$ cat src/rtl/sram_bist_ctrl.sv
// March C- built-in self-test controller for single-port OpenRAM macros.
// Sequences 10N ops, compares read data through a latency-matched pipeline, reports fail count and first failure.
module sram_bist_ctrl #(
   parameter int unsigned ADDR_WIDTH     = 6,
   parameter int unsigned DATA_WIDTH     = 33,
   parameter int unsigned WMASK_WIDTH    = 4,
   parameter int unsigned READ_LATENCY   = 1,
   parameter int unsigned FAIL_CNT_WIDTH = 8
) (
   input  logic                      clk,
   input  logic                      rst,
   input  logic                      start,
   input  logic                      abort,
   input  logic [1:0]                pattern_sel,
   output logic                      busy,
   output logic                      done,
   output logic                      pass,
   output logic [FAIL_CNT_WIDTH-1:0] fail_count,
   output logic [ADDR_WIDTH-1:0]     first_fail_addr,
   output logic [2:0]                first_fail_elem,
   output logic                      first_fail_valid,
   output logic                      sram_csb,
   output logic                      sram_web,
   output logic                      sram_spare_wen,
   output logic [WMASK_WIDTH-1:0]    sram_wmask,
   output logic [ADDR_WIDTH-1:0]     sram_addr,
   output logic [DATA_WIDTH-1:0]     sram_din,
   input  logic [DATA_WIDTH-1:0]     sram_dout
);

   localparam logic [ADDR_WIDTH-1:0] ADDR_MAX = '1;

   function automatic logic [DATA_WIDTH-1:0] odd_mask();
      logic [DATA_WIDTH-1:0] m;
      m = '0;
      for (int unsigned j = 0; j < DATA_WIDTH; j++) begin
         m = {m[DATA_WIDTH-2:0], ((DATA_WIDTH - 1 - j) % 2) == 1};
      end
      return m;
   endfunction

   localparam logic [DATA_WIDTH-1:0] ODD_BITS = odd_mask();

   typedef enum logic [1:0] {
      S_IDLE,
      S_RUN,
      S_DRAIN,
      S_DONE
   } state_t;

   typedef struct packed {
      logic [DATA_WIDTH-1:0] exp;
      logic [ADDR_WIDTH-1:0] addr;
      logic [2:0]            elem;
   } cmp_ent_t;

   state_t                    state_q, state_d;
   logic [2:0]                gen_elem_q, gen_elem_d;
   logic [ADDR_WIDTH-1:0]     gen_addr_q, gen_addr_d;
   logic                      gen_ph_q, gen_ph_d;
   logic                      last_q, last_d;
   logic [1:0]                pat_q, pat_d;
   logic [2:0]                drain_q, drain_d;

   logic                      csb_q, csb_d;
   logic                      web_q, web_d;
   logic                      spare_q, spare_d;
   logic [WMASK_WIDTH-1:0]    wmask_q, wmask_d;
   logic [ADDR_WIDTH-1:0]     addr_q, addr_d;
   logic [DATA_WIDTH-1:0]     din_q, din_d;

   // Stage 0 describes the op currently on the SRAM bus; stage READ_LATENCY lines up with sram_dout.
   logic [READ_LATENCY:0]     vld_sr_q, vld_sr_d;
   cmp_ent_t [READ_LATENCY:0] ent_sr_q, ent_sr_d;
   cmp_ent_t                  new_ent, cmp_ent;

   logic [FAIL_CNT_WIDTH-1:0] fail_cnt_q, fail_cnt_d;
   logic [ADDR_WIDTH-1:0]     ff_addr_q, ff_addr_d;
   logic [2:0]                ff_elem_q, ff_elem_d;
   logic                      ff_vld_q, ff_vld_d;
   logic                      pass_q, pass_d;

   logic                      two_op, down, op_rd, op_inv, op_final;
   logic [1:0]                pat_cur;
   logic [DATA_WIDTH-1:0]     bgnd, op_data;
   logic [ADDR_WIDTH-1:0]     end_addr;
   logic                      start_run, issue, mismatch;

   // Current March op decode
   always_comb begin
      two_op   = (gen_elem_q != 3'd0) && (gen_elem_q != 3'd5);
      down     = (gen_elem_q == 3'd3) || (gen_elem_q == 3'd4);
      op_rd    = 1'b1;
      op_inv   = 1'b0;
      case (gen_elem_q)
         3'd0:       op_rd = 1'b0;
         3'd1, 3'd3: begin
            op_rd  = ~gen_ph_q;
            op_inv = gen_ph_q;
         end
         3'd2, 3'd4: begin
            op_rd  = ~gen_ph_q;
            op_inv = ~gen_ph_q;
         end
         default: ;
      endcase
      pat_cur = (state_q == S_IDLE) ? pattern_sel : pat_q;
      case (pat_cur)
         2'd0:    bgnd = '0;
         2'd1:    bgnd = gen_addr_q[0] ? ~ODD_BITS : ODD_BITS;
         2'd2:    bgnd = ODD_BITS;
         default: bgnd = {DATA_WIDTH{gen_addr_q[0]}};
      endcase
      op_data  = op_inv ? ~bgnd : bgnd;
      end_addr = down ? '0 : ADDR_MAX;
      op_final = (gen_elem_q == 3'd5) && (gen_addr_q == ADDR_MAX);
   end

   // FSM next state and status outputs
   always_comb begin
      state_d   = state_q;
      drain_d   = 3'd0;
      busy      = 1'b0;
      done      = 1'b0;
      start_run = 1'b0;
      issue     = 1'b0;
      case (state_q)
         S_IDLE: begin
            if (start && !abort) begin
               state_d   = S_RUN;
               start_run = 1'b1;
               issue     = 1'b1;
            end
         end
         S_RUN: begin
            busy = 1'b1;
            if (last_q) begin
               state_d = S_DRAIN;
            end else begin
               issue = !abort;
            end
         end
         S_DRAIN: begin
            busy    = 1'b1;
            drain_d = drain_q + 3'd1;
            if (drain_q == 3'(READ_LATENCY - 1)) begin
               state_d = S_DONE;
            end
         end
         default: begin
            done    = 1'b1;
            state_d = S_IDLE;
         end
      endcase
      if (abort) begin
         state_d = S_IDLE;
      end
   end

   // Address/element generator and SRAM port
   always_comb begin
      gen_elem_d = gen_elem_q;
      gen_addr_d = gen_addr_q;
      gen_ph_d   = gen_ph_q;
      last_d     = last_q;
      pat_d      = start_run ? pattern_sel : pat_q;
      csb_d      = 1'b1;
      web_d      = 1'b1;
      spare_d    = 1'b0;
      wmask_d    = '0;
      addr_d     = '0;
      din_d      = '0;
      if (issue) begin
         csb_d   = 1'b0;
         web_d   = op_rd;
         spare_d = ~op_rd;
         wmask_d = op_rd ? '0 : '1;
         addr_d  = gen_addr_q;
         din_d   = op_rd ? '0 : op_data;
         last_d  = op_final;
         if (two_op && !gen_ph_q) begin
            gen_ph_d = 1'b1;
         end else begin
            gen_ph_d = 1'b0;
            if (gen_addr_q == end_addr) begin
               gen_elem_d = gen_elem_q + 3'd1;
               gen_addr_d = ((gen_elem_q == 3'd2) || (gen_elem_q == 3'd3)) ? ADDR_MAX : '0;
            end else begin
               gen_addr_d = down ? gen_addr_q - ADDR_WIDTH'(1) : gen_addr_q + ADDR_WIDTH'(1);
            end
         end
      end else if (state_d != S_RUN) begin
         gen_elem_d = 3'd0;
         gen_addr_d = '0;
         gen_ph_d   = 1'b0;
         last_d     = 1'b0;
      end
   end

   // Compare pipeline and result capture
   always_comb begin
      new_ent.exp  = op_data;
      new_ent.addr = gen_addr_q;
      new_ent.elem = gen_elem_q;
      vld_sr_d     = abort ? '0 : {vld_sr_q[READ_LATENCY-1:0], issue && op_rd};
      ent_sr_d     = {ent_sr_q[READ_LATENCY-1:0], new_ent};
      cmp_ent      = ent_sr_q[READ_LATENCY];
      mismatch     = vld_sr_q[READ_LATENCY] && !abort && (sram_dout != cmp_ent.exp);
      fail_cnt_d   = fail_cnt_q;
      ff_addr_d    = ff_addr_q;
      ff_elem_d    = ff_elem_q;
      ff_vld_d     = ff_vld_q;
      pass_d       = pass_q;
      if (start_run) begin
         fail_cnt_d = '0;
         ff_addr_d  = '0;
         ff_elem_d  = 3'd0;
         ff_vld_d   = 1'b0;
      end else if (mismatch) begin
         if (fail_cnt_q != '1) begin
            fail_cnt_d = fail_cnt_q + FAIL_CNT_WIDTH'(1);
         end
         if (!ff_vld_q) begin
            ff_addr_d = cmp_ent.addr;
            ff_elem_d = cmp_ent.elem;
            ff_vld_d  = 1'b1;
         end
      end
      if (start_run || abort) begin
         pass_d = 1'b0;
      end else if ((state_q == S_DRAIN) && (state_d == S_DONE)) begin
         pass_d = (fail_cnt_d == '0);
      end
   end

   always_ff @(posedge clk) begin
      if (rst) begin
         state_q    <= S_IDLE;
         gen_elem_q <= 3'd0;
         gen_addr_q <= '0;
         gen_ph_q   <= 1'b0;
         last_q     <= 1'b0;
         pat_q      <= 2'd0;
         drain_q    <= 3'd0;
         csb_q      <= 1'b1;
         web_q      <= 1'b1;
         spare_q    <= 1'b0;
         wmask_q    <= '0;
         addr_q     <= '0;
         din_q      <= '0;
         vld_sr_q   <= '0;
         ent_sr_q   <= '0;
         fail_cnt_q <= '0;
         ff_addr_q  <= '0;
         ff_elem_q  <= 3'd0;
         ff_vld_q   <= 1'b0;
         pass_q     <= 1'b0;
      end else begin
         state_q    <= state_d;
         gen_elem_q <= gen_elem_d;
         gen_addr_q <= gen_addr_d;
         gen_ph_q   <= gen_ph_d;
         last_q     <= last_d;
         pat_q      <= pat_d;
         drain_q    <= drain_d;
         csb_q      <= csb_d;
         web_q      <= web_d;
         spare_q    <= spare_d;
         wmask_q    <= wmask_d;
         addr_q     <= addr_d;
         din_q      <= din_d;
         vld_sr_q   <= vld_sr_d;
         ent_sr_q   <= ent_sr_d;
         fail_cnt_q <= fail_cnt_d;
         ff_addr_q  <= ff_addr_d;
         ff_elem_q  <= ff_elem_d;
         ff_vld_q   <= ff_vld_d;
         pass_q     <= pass_d;
      end
   end

   assign pass             = pass_q;
   assign fail_count       = fail_cnt_q;
   assign first_fail_addr  = ff_addr_q;
   assign first_fail_elem  = ff_elem_q;
   assign first_fail_valid = ff_vld_q;
   assign sram_csb         = csb_q;
   assign sram_web         = web_q;
   assign sram_spare_wen   = spare_q;
   assign sram_wmask       = wmask_q;
   assign sram_addr        = addr_q;
   assign sram_din         = din_q;

endmodule
$ cat config.mk
export PLATFORM = sky130hd
export DESIGN_NAME = sram_bist_ctrl
export DESIGN_NICKNAME = d
export VERILOG_FILES = /design/src/rtl/sram_bist_ctrl.sv
export SDC_FILE = /design/constraint.sdc
export NUM_CORES = 1
export LEC_CHECK = 0
export ABC_AREA = 1
export CAP_MARGIN = 10
export CORE_ASPECT_RATIO = 0.75
export CORE_UTILIZATION = 51
export DETAILED_ROUTE_END_ITERATION = 10
export GPL_TIMING_DRIVEN = 1
export PLACE_DENSITY_LB_ADDON = 0.08
export SLEW_MARGIN = 20
export SYNTH_ARGS = -nofsm -noshare
export SYNTH_HDL_FRONTEND = slang
export SYNTH_SLANG_ARGS = --single-unit
$ cat constraint.sdc
create_clock -name clk -period 6.15 [get_ports clk]
set_input_delay 1.23 -clock clk [delete_from_list [all_inputs] [get_ports clk]]
set_output_delay 1.23 -clock clk [all_outputs]
set_load 0.01 [all_outputs]
# After elaboration in Yosys (flattened, before gate mapping)
# Cells that the tools add are included.
# classes
add_sub_neg,5
eq_ne,18
mux,37
bitwise,6
n_reduce_logical,34
# op_table
cell,n
one-hot mux 33 bit (3 select lines),1
2-to-1 mux 33 bit,2
2-to-1 mux 6 bit,7
inequality test 33 bit,1
NOT 33 bit,1
2-to-1 mux 8 bit,3
OR reduction 2 bit,8
2-to-1 mux 3 bit,4
2-to-1 mux 1 bit,10
2-to-1 mux 2 bit,5
adder 8 x 1 -> 8 bit (second input constant),1
logical AND 1 bit,8
zero test 8 bit,1
inequality test 8 bit (second input constant),1
adder 3 x 1 -> 3 bit (second input constant),2
adder 6 x 1 -> 6 bit (second input constant),1
== test 2 bit (second input constant),3
== test 3 x 2 -> 1 bit (second input constant),2
== test 3 bit (second input constant),2
== test 6 bit,1
== test 6 bit (second input constant),1
zero test 3 bit,2
one-hot mux 1 bit (2 select lines),3
one-hot mux 2 bit (3 select lines),1
17 further kinds,29
# totals
register_bits,169

# Logic depth before layout (Yosys ltp)
# depth
ltp_word,8
ltp_mapped,16
ltp_nobuf,14

# Worst setup path before layout
# Ideal clock, no wire load.
# synth_path
path_type,in2reg
startpoint,input port abort
endpoint,register gen_elem_q[2]
arrival_time_ns,2.234
t_required_ns,6.029
setup_slack_ns,3.795
cell_stages,10
n_path_buf,0
path_cell_list,inv_1 > nand3_1 > nand2_1 > inv_1 > nand4_1 > nand2_2 > a21oi_1 > inv_1 > nand2_1 > o21ai_0
# synth_via
elab_chain_len,8
# synth_lines
item,line_no,rtl
from (decl),13,"input logic abort,"
zero test 1 bit,"129, 140",
logical AND 1 bit,129,if (start && !abort) begin
2-to-1 mux 2 bit,129,
one-hot mux 2 bit (3 select lines),127,case (state_q)
2-to-1 mux 2 bit,155,if (abort) begin
inequality test 2 x 1 -> 1 bit,192,end else if (state_d != S_RUN) begin
nonzero test 2 bit (no line),--,
AND reduction 3 bit (no line),--,
to (signal assigned),260,gen_elem_q <= gen_elem_d;
to (decl),58,"logic [2:0] gen_elem_q, gen_elem_d;"
# Several ways; a longest one is shown, not always the timed one.
# A chain may end at the register's enable or synchronous reset.

# Final worst setup path
# layout_path
startpoint,input port abort
endpoint,register gen_elem_q[0]
# Same word-level chain as after synthesis.

==> run metrics <==
slew at the pin with the worst max-slew slack=567 ps; Pre-antenna DRT Iters=6; number of antenna violations at the first check in global routing=0; global route total overflow=0; cell count after synthesis=around 510; Yosys reg bits=72; Syn Area/Cell=7.15 µm²; fin crit share=between 50% and 60%; worst vdd ir=about 160 µV; # fillers=between 500 and 600; total negative slack=0 ps; Max Cap Violations=0; launching element type of the critical path=primary input; standard-cell row count=26; maximum number of pins on one net before global-route repair=slightly above 40; worst-path maximum fanout=12; mapped cell area=~3700 µm²; total of hold buffers inserted after clock tree synthesis=0; effective utilization at floorplan=about 53%; number of global-route vias before repair=around 2900; fraction of final layout cells with drive strength greater than 1=approximately 4.8%; total power divided by cell area=approximately 200 nW/µm²; residual DRC count=0; Final Cell Area=4710 µm²; final hold violation count=0; class of the worst hold path=flip-flop to flip-flop; number of buffers added for setup after CTS=0; f_max=around 320 MHz; overall fraction of global-route tracks in use=between 20 and 25%; routability cong.=about 0.9; first-pass GRT wire length=approximately 13 mm; post-layout min period=3140 ps; net count after synthesis=567; H-tree Lvls=3; most common cell after layout, fill and taps aside=clkdlybuf4s50_1; Layout Nets=640; final WL=approximately 8.0 mm; Critical Path RT=between 6000 and 7000 ps; post-detailed-route count of antenna-violating nets=0; vertical die dimension=75.3 µm; die outline area=7510 µm²; number of distinct library cells after synthesis=32; most frequent cells in the layout=105 x clkdlybuf4s50_1, 95 x nand2_1, 89 x nor2_1, 73 x inv_1, 72 x dfxtp_1; floorplan core area=6860 µm²; TritonCTS clock tree=yes; maximum clock path buffer count=2; source-to-sink clock delay at the later pin of the worst-skew pair=between 300 and 400 ps; Yosys Warn Count=0; number of buffers inserted by port buffering=~110; cells resized by post-CTS repair=0; number of max-slew violations in the final report=0; worst setup skew after layout=~9.2 ps; setup repair after global routing missed its margin=false; diode count=0; CTS Root Cell=clkbuf_8; average vias per placed instance=between 4 and 5; Worst Setup Path Type=primary input to flip-flop; number of failing setup endpoints in the final timing report=0; average detailed-routed wire length per instance=~12 µm; post-detail-place hpwl=just over 6 mm; static leakage=roughly 2.0 nW; run status=finished clean; Area growth, synth to finish=28.9%; sequential area share after synthesis=between 30% and 40%; data arrival time at the worst-slack endpoint=3400 ps; drt initial violations=about 150; TritonCTS buffer count=9; clock transition at the registers of the reported paths=~80 ps; clock sinks=between 70 and 80; Slew headroom=approximately 62%; horizontal die dimension=99.7 µm; Ports=between 100 and 150; post-place instance area=4510 µm²; endpoint class of the critical path=flip-flop; count of vias placed by the detailed router=roughly 3300
registers in the layout, indices dropped and copies added (netlist names), 2 cells and up:
signal / count
cmp_ent: 11
drain_q: 3
ent_sr_d: 11
fail_count: 8
first_fail_addr: 6
first_fail_elem: 3
gen_addr_q: 6
gen_elem_q: 3
pat_q: 2
sram_addr: 6
sram_din: 2
state_q: 2
vld_sr_q: 2
cells by family after synthesis:
| group | Yosys count | synth area share [%] |
|---|---|---|
| AO/OA/AOI/OAI | 58 | 9.01 |
| XOR/XNOR | 8 | 1.92 |
| AND/OR/NAND/NOR | 238 | 27.2 |
| adder cells (fa/ha/maj) | 17 | 6.03 |
| buffers and inverters | 118 | 16.4 |
| flip-flops | 72 | 39.5 |
power breakdown:
group	internal, mW	leakage (nW)	switching (mW)
Combinational	0.0540	1.28	0.0511
Sequential	0.474	0.582	0.00707
Clock	0.187	0.0952	0.177
Total	0.715	1.96	0.235
cell usage after synthesis:
library cell  count  share of area (%)
buf_6             3               0.92
a211oi_1          1               0.21
clkbuf_1          2               0.21
xor2_1            5                1.2
nand3b_1          7                1.4
xnor2_1           3               0.72
nand4_1           3               0.51
nand2_2           5               0.86
a211oi_2          2               0.68
a21oi_2           1               0.24
a21oi_1          21                2.9
o21bai_1          1               0.21
a22oi_1           2               0.41
nor2_1           89                9.1
nand3_1          31                4.2
ha_1             16                5.5
dfxtp_1          72                 39
nor3b_1           1               0.21
o211ai_1          1               0.21
o21ai_0          26                3.6
buf_1             2               0.21
nand2_1          95                9.8
buf_4            35                7.2
nor3_1            5               0.68
a21o_1            1               0.21
inv_1            73                7.5
inv_2             1               0.10
o31ai_1           1               0.21
fa_1              1               0.55
a21boi_0          1               0.21
buf_2             2               0.27
nor2_2            2               0.34
worst max-delay path, cell delays in order:
cell	delay (ps)
clkdlybuf4s50_1	490
inv_1	170
nand3_1	360
nand2_1	250
inv_1	100
nand4_1	130
nand2_2	140
a21oi_1	270
nand2_1	120
a22oi_1	140
path summary, 6_finish.rpt:
kind,start,endpoint,slack (ps),depth (start not counted)
min,ent_sr_d[45]$_SDFF_PP0_,cmp_ent[3]$_SDFF_PP0_,400,2
min reg2reg,ent_sr_d[45]$_SDFF_PP0_,cmp_ent[3]$_SDFF_PP0_,400,2
max reg2reg,gen_elem_q[0]$_SDFFE_PP0P_,gen_addr_q[1]$_SDFFE_PP0P_,3690,12
max,abort,gen_elem_q[0]$_SDFFE_PP0P_,3010,10
layout make-up:
cell class / instances / area, µm² / share of cell area, %
clock buffer: 9 / 124 / 2.63
tap: 98 / 123 / 2.60
timing repair buffer: 106 / 1060 / 22.5
clock inverter: 7 / 72.6 / 1.54
inverter: 74 / 278 / 5.90
sequential: 72 / 1440 / 30.6
multi-input combinational: 321 / 1610 / 34.2
through the flow:
step	total power, mW	hold WS [ps]	utilization (%)	cells	setup WS [ps]
after floorplan	0.550	388	-	511	3790
after global placement	0.594	391	65.7	671	2800
after detailed placement	0.597	395	65.7	671	2700
after CTS	0.956	399	68.6	687	3020
after global routing	0.992	409	68.6	687	2820
final	0.950	397	68.6	687	3010
layer usage:
layer	global-route usage (%)	part of all wire [%]
met4	8.33	1.4
met1	30.0	49
met2	34.9	43
met3	7.06	7.3
met5	0	0
Power figures use the tool's default switching activity.
